## config.mk

```make
export PLATFORM = sky130hd
export DESIGN_NAME = dmem_port_arbiter_flat
export DESIGN_NICKNAME = d
export VERILOG_FILES = /design/src/rtl/dmem_port_arbiter_pkg.sv /design/src/rtl/dmem_port_arbiter_if.sv /design/src/rtl/dmem_port_arbiter.sv /design/src/flat_wrapper.sv
export SDC_FILE = /design/constraint.sdc
export NUM_CORES = 1
export LEC_CHECK = 0
export CORE_MARGIN = 4
export CORE_UTILIZATION = 30
export CTS_CLUSTER_SIZE = 40
export DETAILED_ROUTE_END_ITERATION = 7
export PLACE_DENSITY = 0.86
export REMOVE_ABC_BUFFERS = 1
export SLEW_MARGIN = 20
export SYNTH_ARGS = -nofsm -noshare
export SYNTH_HDL_FRONTEND = slang
export SYNTH_SLANG_ARGS = --single-unit
```

## constraint.sdc

```tcl
create_clock -name clk_i -period 3.8 [get_ports clk_i]
set_input_delay 0.38 -clock clk_i [delete_from_list [all_inputs] [get_ports clk_i]]
set_output_delay 0.38 -clock clk_i [all_outputs]
set_load 0.02 [all_outputs]
```

## src/rtl/dmem_port_arbiter_pkg.sv

```systemverilog
// rtl/dmem_port_arbiter_pkg.sv - shared types for the data-memory port arbiter
package dmem_port_arbiter_pkg;

   localparam int DMEM_DATA_W       = 32;
   localparam int DMEM_ADDR_W       = 9;
   localparam int DMEM_MAX_EXT_WAIT = 4;

   typedef struct packed {
      logic                   rd;
      logic                   wr;
      logic [DMEM_ADDR_W-1:0] addr;
      logic [DMEM_DATA_W-1:0] wdata;
      logic [2:0]             funct3;
   } dmem_req_t;

   typedef enum logic [1:0] {
      GNT_NONE,
      GNT_CORE,
      GNT_EXT
   } grant_t;

   // ext wins whenever the core is idle, or when its wait has been forced.
   function automatic grant_t grant_f(input logic core_req, input logic ext_valid,
                                      input logic ext_forced);
      grant_t g;
      g = GNT_NONE;
      if (ext_valid && (!core_req || ext_forced)) begin
         g = GNT_EXT;
      end else if (core_req) begin
         g = GNT_CORE;
      end
      return g;
   endfunction

endpackage

```

## src/rtl/dmem_port_arbiter_if.sv

```systemverilog
// rtl/dmem_port_arbiter_if.sv - core, ext and data-memory signals around the arbiter
interface dmem_arb_if
   import dmem_port_arbiter_pkg::*;
#(
   parameter int DATA_W     = DMEM_DATA_W,
   parameter int DM_ADDRESS = DMEM_ADDR_W
);
   logic                  core_rd;
   logic                  core_wr;
   logic [DM_ADDRESS-1:0] core_addr;
   logic [DATA_W-1:0]     core_wdata;
   logic [2:0]            core_funct3;
   logic [DATA_W-1:0]     core_rdata;
   logic                  core_stall;

   logic                  ext_valid;
   logic                  ext_we;
   logic [DM_ADDRESS-1:0] ext_addr;
   logic [DATA_W-1:0]     ext_wdata;
   logic [2:0]            ext_funct3;
   logic                  ext_ready;
   logic                  ext_rvalid;
   logic [DATA_W-1:0]     ext_rdata;

   logic                  mem_rd;
   logic                  mem_wr;
   logic [DM_ADDRESS-1:0] mem_addr;
   logic [DATA_W-1:0]     mem_wdata;
   logic [2:0]            mem_funct3;
   logic [DATA_W-1:0]     mem_rdata;

   modport slave (
      input  core_rd, core_wr, core_addr, core_wdata, core_funct3,
      output core_rdata, core_stall,
      input  ext_valid, ext_we, ext_addr, ext_wdata, ext_funct3,
      output ext_ready, ext_rvalid, ext_rdata,
      output mem_rd, mem_wr, mem_addr, mem_wdata, mem_funct3,
      input  mem_rdata
   );

   modport master (
      output core_rd, core_wr, core_addr, core_wdata, core_funct3,
      input  core_rdata, core_stall,
      output ext_valid, ext_we, ext_addr, ext_wdata, ext_funct3,
      input  ext_ready, ext_rvalid, ext_rdata,
      input  mem_rd, mem_wr, mem_addr, mem_wdata, mem_funct3,
      output mem_rdata
   );

endinterface

```

## src/rtl/dmem_port_arbiter.sv

```systemverilog
// rtl/dmem_port_arbiter.sv - shares the data-memory port between the MEM stage and an ext requester
module dmem_port_arbiter
   import dmem_port_arbiter_pkg::*;
#(
   parameter int DATA_W       = DMEM_DATA_W,
   parameter int DM_ADDRESS   = DMEM_ADDR_W,
   parameter int MAX_EXT_WAIT = DMEM_MAX_EXT_WAIT
) (
   input logic        clk_i,
   input logic        reset_ni,
   dmem_arb_if.slave  bus
);

   localparam int CNT_W = $clog2(MAX_EXT_WAIT + 1);
   localparam logic [CNT_W-1:0] WAIT_MAX = CNT_W'(MAX_EXT_WAIT);

   dmem_req_t             core_req_s;
   dmem_req_t             ext_req_s;
   dmem_req_t             mem_req_s;
   grant_t                grant;
   logic                  core_req;
   logic                  ext_forced;
   logic                  ext_gnt;
   logic [DM_ADDRESS-1:0] mem_addr_s;

   logic [CNT_W-1:0]      wait_cnt_q,  wait_cnt_d;
   logic                  last_ext_q,  last_ext_d;
   logic                  rvalid_q,    rvalid_d;
   logic [DATA_W-1:0]     rdata_q,     rdata_d;

   // A core asserting both rd and wr is treated as a write.
   always_comb begin
      core_req_s = '{rd:     bus.core_rd & ~bus.core_wr,
                     wr:     bus.core_wr,
                     addr:   bus.core_addr,
                     wdata:  bus.core_wdata,
                     funct3: bus.core_funct3};
      ext_req_s  = '{rd:     ~bus.ext_we,
                     wr:     bus.ext_we,
                     addr:   bus.ext_addr,
                     wdata:  bus.ext_wdata,
                     funct3: bus.ext_funct3};
   end

   assign core_req   = bus.core_rd | bus.core_wr;
   assign ext_forced = (wait_cnt_q == WAIT_MAX) && !last_ext_q;
   assign grant      = grant_f(core_req, bus.ext_valid, ext_forced);
   assign ext_gnt    = (grant == GNT_EXT);

   always_comb begin
      mem_req_s = '0;
      case (grant)
         GNT_CORE: mem_req_s = core_req_s;
         GNT_EXT:  mem_req_s = ext_req_s;
         default:  mem_req_s = '0;
      endcase
   end

   assign mem_addr_s     = mem_req_s.addr;
   assign bus.mem_rd     = mem_req_s.rd;
   assign bus.mem_wr     = mem_req_s.wr;
   assign bus.mem_addr   = mem_addr_s;
   assign bus.mem_wdata  = mem_req_s.wdata;
   assign bus.mem_funct3 = mem_req_s.funct3;

   assign bus.core_rdata = bus.mem_rdata;
   assign bus.core_stall = core_req & ext_gnt;
   assign bus.ext_ready  = ext_gnt;
   assign bus.ext_rvalid = rvalid_q;
   assign bus.ext_rdata  = rdata_q;

   // Starvation counter: only counts while ext is actually being refused.
   always_comb begin
      wait_cnt_d = wait_cnt_q;
      last_ext_d = ext_gnt;
      rvalid_d   = ext_gnt & ~bus.ext_we;
      rdata_d    = rdata_q;
      if (!bus.ext_valid || ext_gnt) begin
         wait_cnt_d = '0;
      end else if (wait_cnt_q != WAIT_MAX) begin
         wait_cnt_d = wait_cnt_q + 1'b1;
      end
      if (rvalid_d) begin
         rdata_d = bus.mem_rdata;
      end
   end

   always_ff @(posedge clk_i or negedge reset_ni) begin
      if (!reset_ni) begin
         wait_cnt_q <= '0;
         last_ext_q <= 1'b0;
         rvalid_q   <= 1'b0;
         rdata_q    <= '0;
      end else begin
         wait_cnt_q <= wait_cnt_d;
         last_ext_q <= last_ext_d;
         rvalid_q   <= rvalid_d;
         rdata_q    <= rdata_d;
      end
   end

endmodule

```

## src/flat_wrapper.sv

```systemverilog
// flat-port wrapper written by rule: the top's interface ports become plain ports
module dmem_port_arbiter_flat import dmem_port_arbiter_pkg::*;
#(
   parameter int DATA_W       = DMEM_DATA_W,
   parameter int DM_ADDRESS   = DMEM_ADDR_W,
   parameter int MAX_EXT_WAIT = DMEM_MAX_EXT_WAIT
)
  (clk_i, reset_ni, bus_core_rd, bus_core_wr, bus_core_addr, bus_core_wdata, bus_core_funct3, bus_core_rdata, bus_core_stall, bus_ext_valid, bus_ext_we, bus_ext_addr, bus_ext_wdata, bus_ext_funct3, bus_ext_ready, bus_ext_rvalid, bus_ext_rdata, bus_mem_rd, bus_mem_wr, bus_mem_addr, bus_mem_wdata, bus_mem_funct3, bus_mem_rdata);
  dmem_arb_if #(.DATA_W(DATA_W), .DM_ADDRESS(DM_ADDRESS)) bus_i ();
  input logic clk_i;
  input logic reset_ni;
  input wire logic [$bits(bus_i.core_rd)-1:0] bus_core_rd;
  input wire logic [$bits(bus_i.core_wr)-1:0] bus_core_wr;
  input wire logic [$bits(bus_i.core_addr)-1:0] bus_core_addr;
  input wire logic [$bits(bus_i.core_wdata)-1:0] bus_core_wdata;
  input wire logic [$bits(bus_i.core_funct3)-1:0] bus_core_funct3;
  output wire logic [$bits(bus_i.core_rdata)-1:0] bus_core_rdata;
  output wire logic [$bits(bus_i.core_stall)-1:0] bus_core_stall;
  input wire logic [$bits(bus_i.ext_valid)-1:0] bus_ext_valid;
  input wire logic [$bits(bus_i.ext_we)-1:0] bus_ext_we;
  input wire logic [$bits(bus_i.ext_addr)-1:0] bus_ext_addr;
  input wire logic [$bits(bus_i.ext_wdata)-1:0] bus_ext_wdata;
  input wire logic [$bits(bus_i.ext_funct3)-1:0] bus_ext_funct3;
  output wire logic [$bits(bus_i.ext_ready)-1:0] bus_ext_ready;
  output wire logic [$bits(bus_i.ext_rvalid)-1:0] bus_ext_rvalid;
  output wire logic [$bits(bus_i.ext_rdata)-1:0] bus_ext_rdata;
  output wire logic [$bits(bus_i.mem_rd)-1:0] bus_mem_rd;
  output wire logic [$bits(bus_i.mem_wr)-1:0] bus_mem_wr;
  output wire logic [$bits(bus_i.mem_addr)-1:0] bus_mem_addr;
  output wire logic [$bits(bus_i.mem_wdata)-1:0] bus_mem_wdata;
  output wire logic [$bits(bus_i.mem_funct3)-1:0] bus_mem_funct3;
  input wire logic [$bits(bus_i.mem_rdata)-1:0] bus_mem_rdata;
  assign bus_i.core_rd = bus_core_rd;
  assign bus_i.core_wr = bus_core_wr;
  assign bus_i.core_addr = bus_core_addr;
  assign bus_i.core_wdata = bus_core_wdata;
  assign bus_i.core_funct3 = bus_core_funct3;
  assign bus_core_rdata = bus_i.core_rdata;
  assign bus_core_stall = bus_i.core_stall;
  assign bus_i.ext_valid = bus_ext_valid;
  assign bus_i.ext_we = bus_ext_we;
  assign bus_i.ext_addr = bus_ext_addr;
  assign bus_i.ext_wdata = bus_ext_wdata;
  assign bus_i.ext_funct3 = bus_ext_funct3;
  assign bus_ext_ready = bus_i.ext_ready;
  assign bus_ext_rvalid = bus_i.ext_rvalid;
  assign bus_ext_rdata = bus_i.ext_rdata;
  assign bus_mem_rd = bus_i.mem_rd;
  assign bus_mem_wr = bus_i.mem_wr;
  assign bus_mem_addr = bus_i.mem_addr;
  assign bus_mem_wdata = bus_i.mem_wdata;
  assign bus_mem_funct3 = bus_i.mem_funct3;
  assign bus_i.mem_rdata = bus_mem_rdata;
  dmem_port_arbiter #(.DATA_W(DATA_W), .DM_ADDRESS(DM_ADDRESS), .MAX_EXT_WAIT(MAX_EXT_WAIT)) u_core (.clk_i(clk_i), .reset_ni(reset_ni), .bus(bus_i));
endmodule
```

==> flow_summary.ini <==
[synth]
synth-seq-area-share_pct = 42.75
avgSynthCellArea_um2 = 11.77
synth_seq_cells = 37
ys.warnings.count = 0
synth_cell_types = 22
synth_cells = 184
synthesis.area_um2 = 2166

[clock_network]
cts_tree = yes
cts-htree-levels = 2
root_buffer = clkbuf_8
ctsHoldBuffers = 0
clockBufferDepth = 2
numCtsBuffers = 5
path_clk_slew_ns = 0.07
clkLatencyLatePin_ns = 0.28
clock-sinks = 37
post_cts_buffers = 0
post_cts_resize_count = 0

[worst_setup_path]
ff2ff_setup_slack_ns = 1.72
required_ns = 3.42
critPathKind = reg2out
setup.worst_path.end_class = output port
worst-path-max-fanout = 47
arrival_ns = 2.71
reg2reg_depth = 6
start_kind = flip-flop

[detailed_routing]
first_pass_iters = 4
route.detailed.drc = 0
top_layer = met4
via_per_inst = 4.654
met2_length_mm = 4.420
drt_iter0_drc = 37
finalWirelength_mm = 8.476
met1Wirelength_mm = 2.720
ant_nets = 0
route.vias.total = 2262
routedWlPerCell_um = 17.44
wl_met3_mm = 1.069

[power]
ir_worst_vdd_uv = 164.0
p_leak_uw = 0.001876
power-per-cell-area_nw_per_um2 = 373.6

[grt]
grt_max_degree = 48
grt_usage_pct = 18.64
first_global_vias = 2382
grt-ovfl-total = 0
grt_pass1_wl_mm = 12.46
antenna_found_initial = 0

[cells_and_area]
drive_above_1_share_pct = 12.56
final_common_cell = clkdlybuf4s50_1
stdcell_count = 486
layout_common_cells = clkdlybuf4s50_1 (237), a22o_1 (44), dfrtp_1 (37), mux2_2 (33), clkbuf_8 (5)
multi_input_area_um2 = 924.6
area_growth_syn_to_layout_pct = 108.3
nets = 517
register_area_um2 = 925.9
fillers = 565
diodes = 0

[timing]
period_share_pct = 81.39
rsz0062_at_grt = false
slew-limit-headroom_pct = 47.11
finalClockSkew_ns = 0.002295
fmax_mhz = 323.3
hold_viol_final = 0
finalSetupTns_ns = 0
worst_pin_slew_ns = 0.7933
setup_viol = 0
post-route-min-period_ns = 3.093
maxSlewViolCount = 0

[floorplanning]
initial_core_util_pct = 31.36
core_um2 = 6907
fp.dieW_um = 92.97
pin_count = 239
die_h_um = 92.97
rows = 30
die-area_um2 = 8642

[min_path]
hold_path_class = in2async

[placement]
port_buffers = 238
placedCellCount = 478
gp_congestion = 0.8417
dp_hpwl_mm = 7.364

[status]
status = completed

[job]
cap_violations = 0
==> path summary, 6_finish.rpt <==
path | startpoint | to
max | u_core.wait_cnt_q[0]$_DFFE_PN0P_ | bus_mem_wr
min | reset_ni | u_core.bus.ext_rdata[23]$_DFFE_PN0P_
max reg2reg | u_core.wait_cnt_q[0]$_DFFE_PN0P_ | u_core.bus.ext_rdata[9]$_DFFE_PN0P_
min reg2reg | u_core.bus.ext_rdata[6]$_DFFE_PN0P_ | u_core.bus.ext_rdata[6]$_DFFE_PN0P_
max in group asynchronous | reset_ni | u_core.bus.ext_rdata[2]$_DFFE_PN0P_
min in group clk_i | u_core.bus.ext_rdata[6]$_DFFE_PN0P_ | u_core.bus.ext_rdata[6]$_DFFE_PN0P_
==> cell families (layout without fill, tap and decap cells) <==
logic type,Yosys count,in the layout,synth area share [%]
flip-flops,37,37,42.75
AND/OR/NAND/NOR,18,18,4.794
adder cells (fa/ha/maj),2,2,1.155
multiplexers,33,33,17.16
AO/OA/AOI/OAI,49,49,19.47
buffers and inverters,45,251,14.67
==> metal layers <==
layer	GRT usage, %	vias up
met3	8.611	13
met1	17.31	1029
li1	-	1069
met5	0	-
met2	34.91	151
met4	7.326	0
==> worst max-delay path, stage by stage (launching register included) <==
cell,delay (ns)
dfrtp_1,0.40
inv_1,0.08
ha_1,0.27
nand4b_1,0.24
nand2_1,0.12
buf_4,0.40
mux2_2,0.39
clkdlybuf4s50_1,0.53
==> power by group <==
part | internal, uW | switching [uW]
combinational | 437 | 335
clock | 261 | 135
sequential | 477 | 40.8
total | 1170 | 511
==> final cells by class <==
type / instances / share of cell area (%)
clock inverters: 3 / 1.442
flip-flops and latches: 37 / 20.52
multi-input cells: 102 / 20.49
well taps: 96 / 2.662
clock buffers: 5 / 1.525
repair buffers: 241 / 53.19
inverters: 2 / 0.1664
==> stage by stage <==
step	power [uW]	utilization (%)	hold slack [ns]	cell area, um2	worst slack [ns]
final	1685	65.33	0.1787	4512	0.7070
after global routing	1765	65.33	0.2426	4512	0.5254
after CTS	1707	65.33	0.2074	4512	0.7029
after detailed placement	1308	63.39	0.4939	4378	0.7125
after global placement	1291	63.39	0.4877	4378	0.7287
after floorplan	816.3	-	0.08441	1856	0.7740
==> Yosys cell counts (all sizes together) <==
library cell,n,area (um2)
a22o,44,385.4
buf,40,299.0
dfrtp,37,925.9
mux2,33,371.6
a21oi,4,31.28
nand2,4,15.01
clkbuf,3,11.26
nand2b,3,18.77
nor2,3,11.26
ha,2,25.02
inv,2,7.510
nand4,2,12.51
and4b,1,10.01
nand3,1,5.000
nand4b,1,8.760
nor3,1,5.000
o21ai,1,5.000
or2,1,6.260
or3b,1,11.26
==> sequential cells by signal, indices dropped and copies added (netlist names) <==
name,cells
u_core.last_ext_q,1
u_core.bus.ext_rdata,32
u_core.bus.ext_rvalid,1
u_core.wait_cnt_q,3
(Power assumes the default switching activity.)
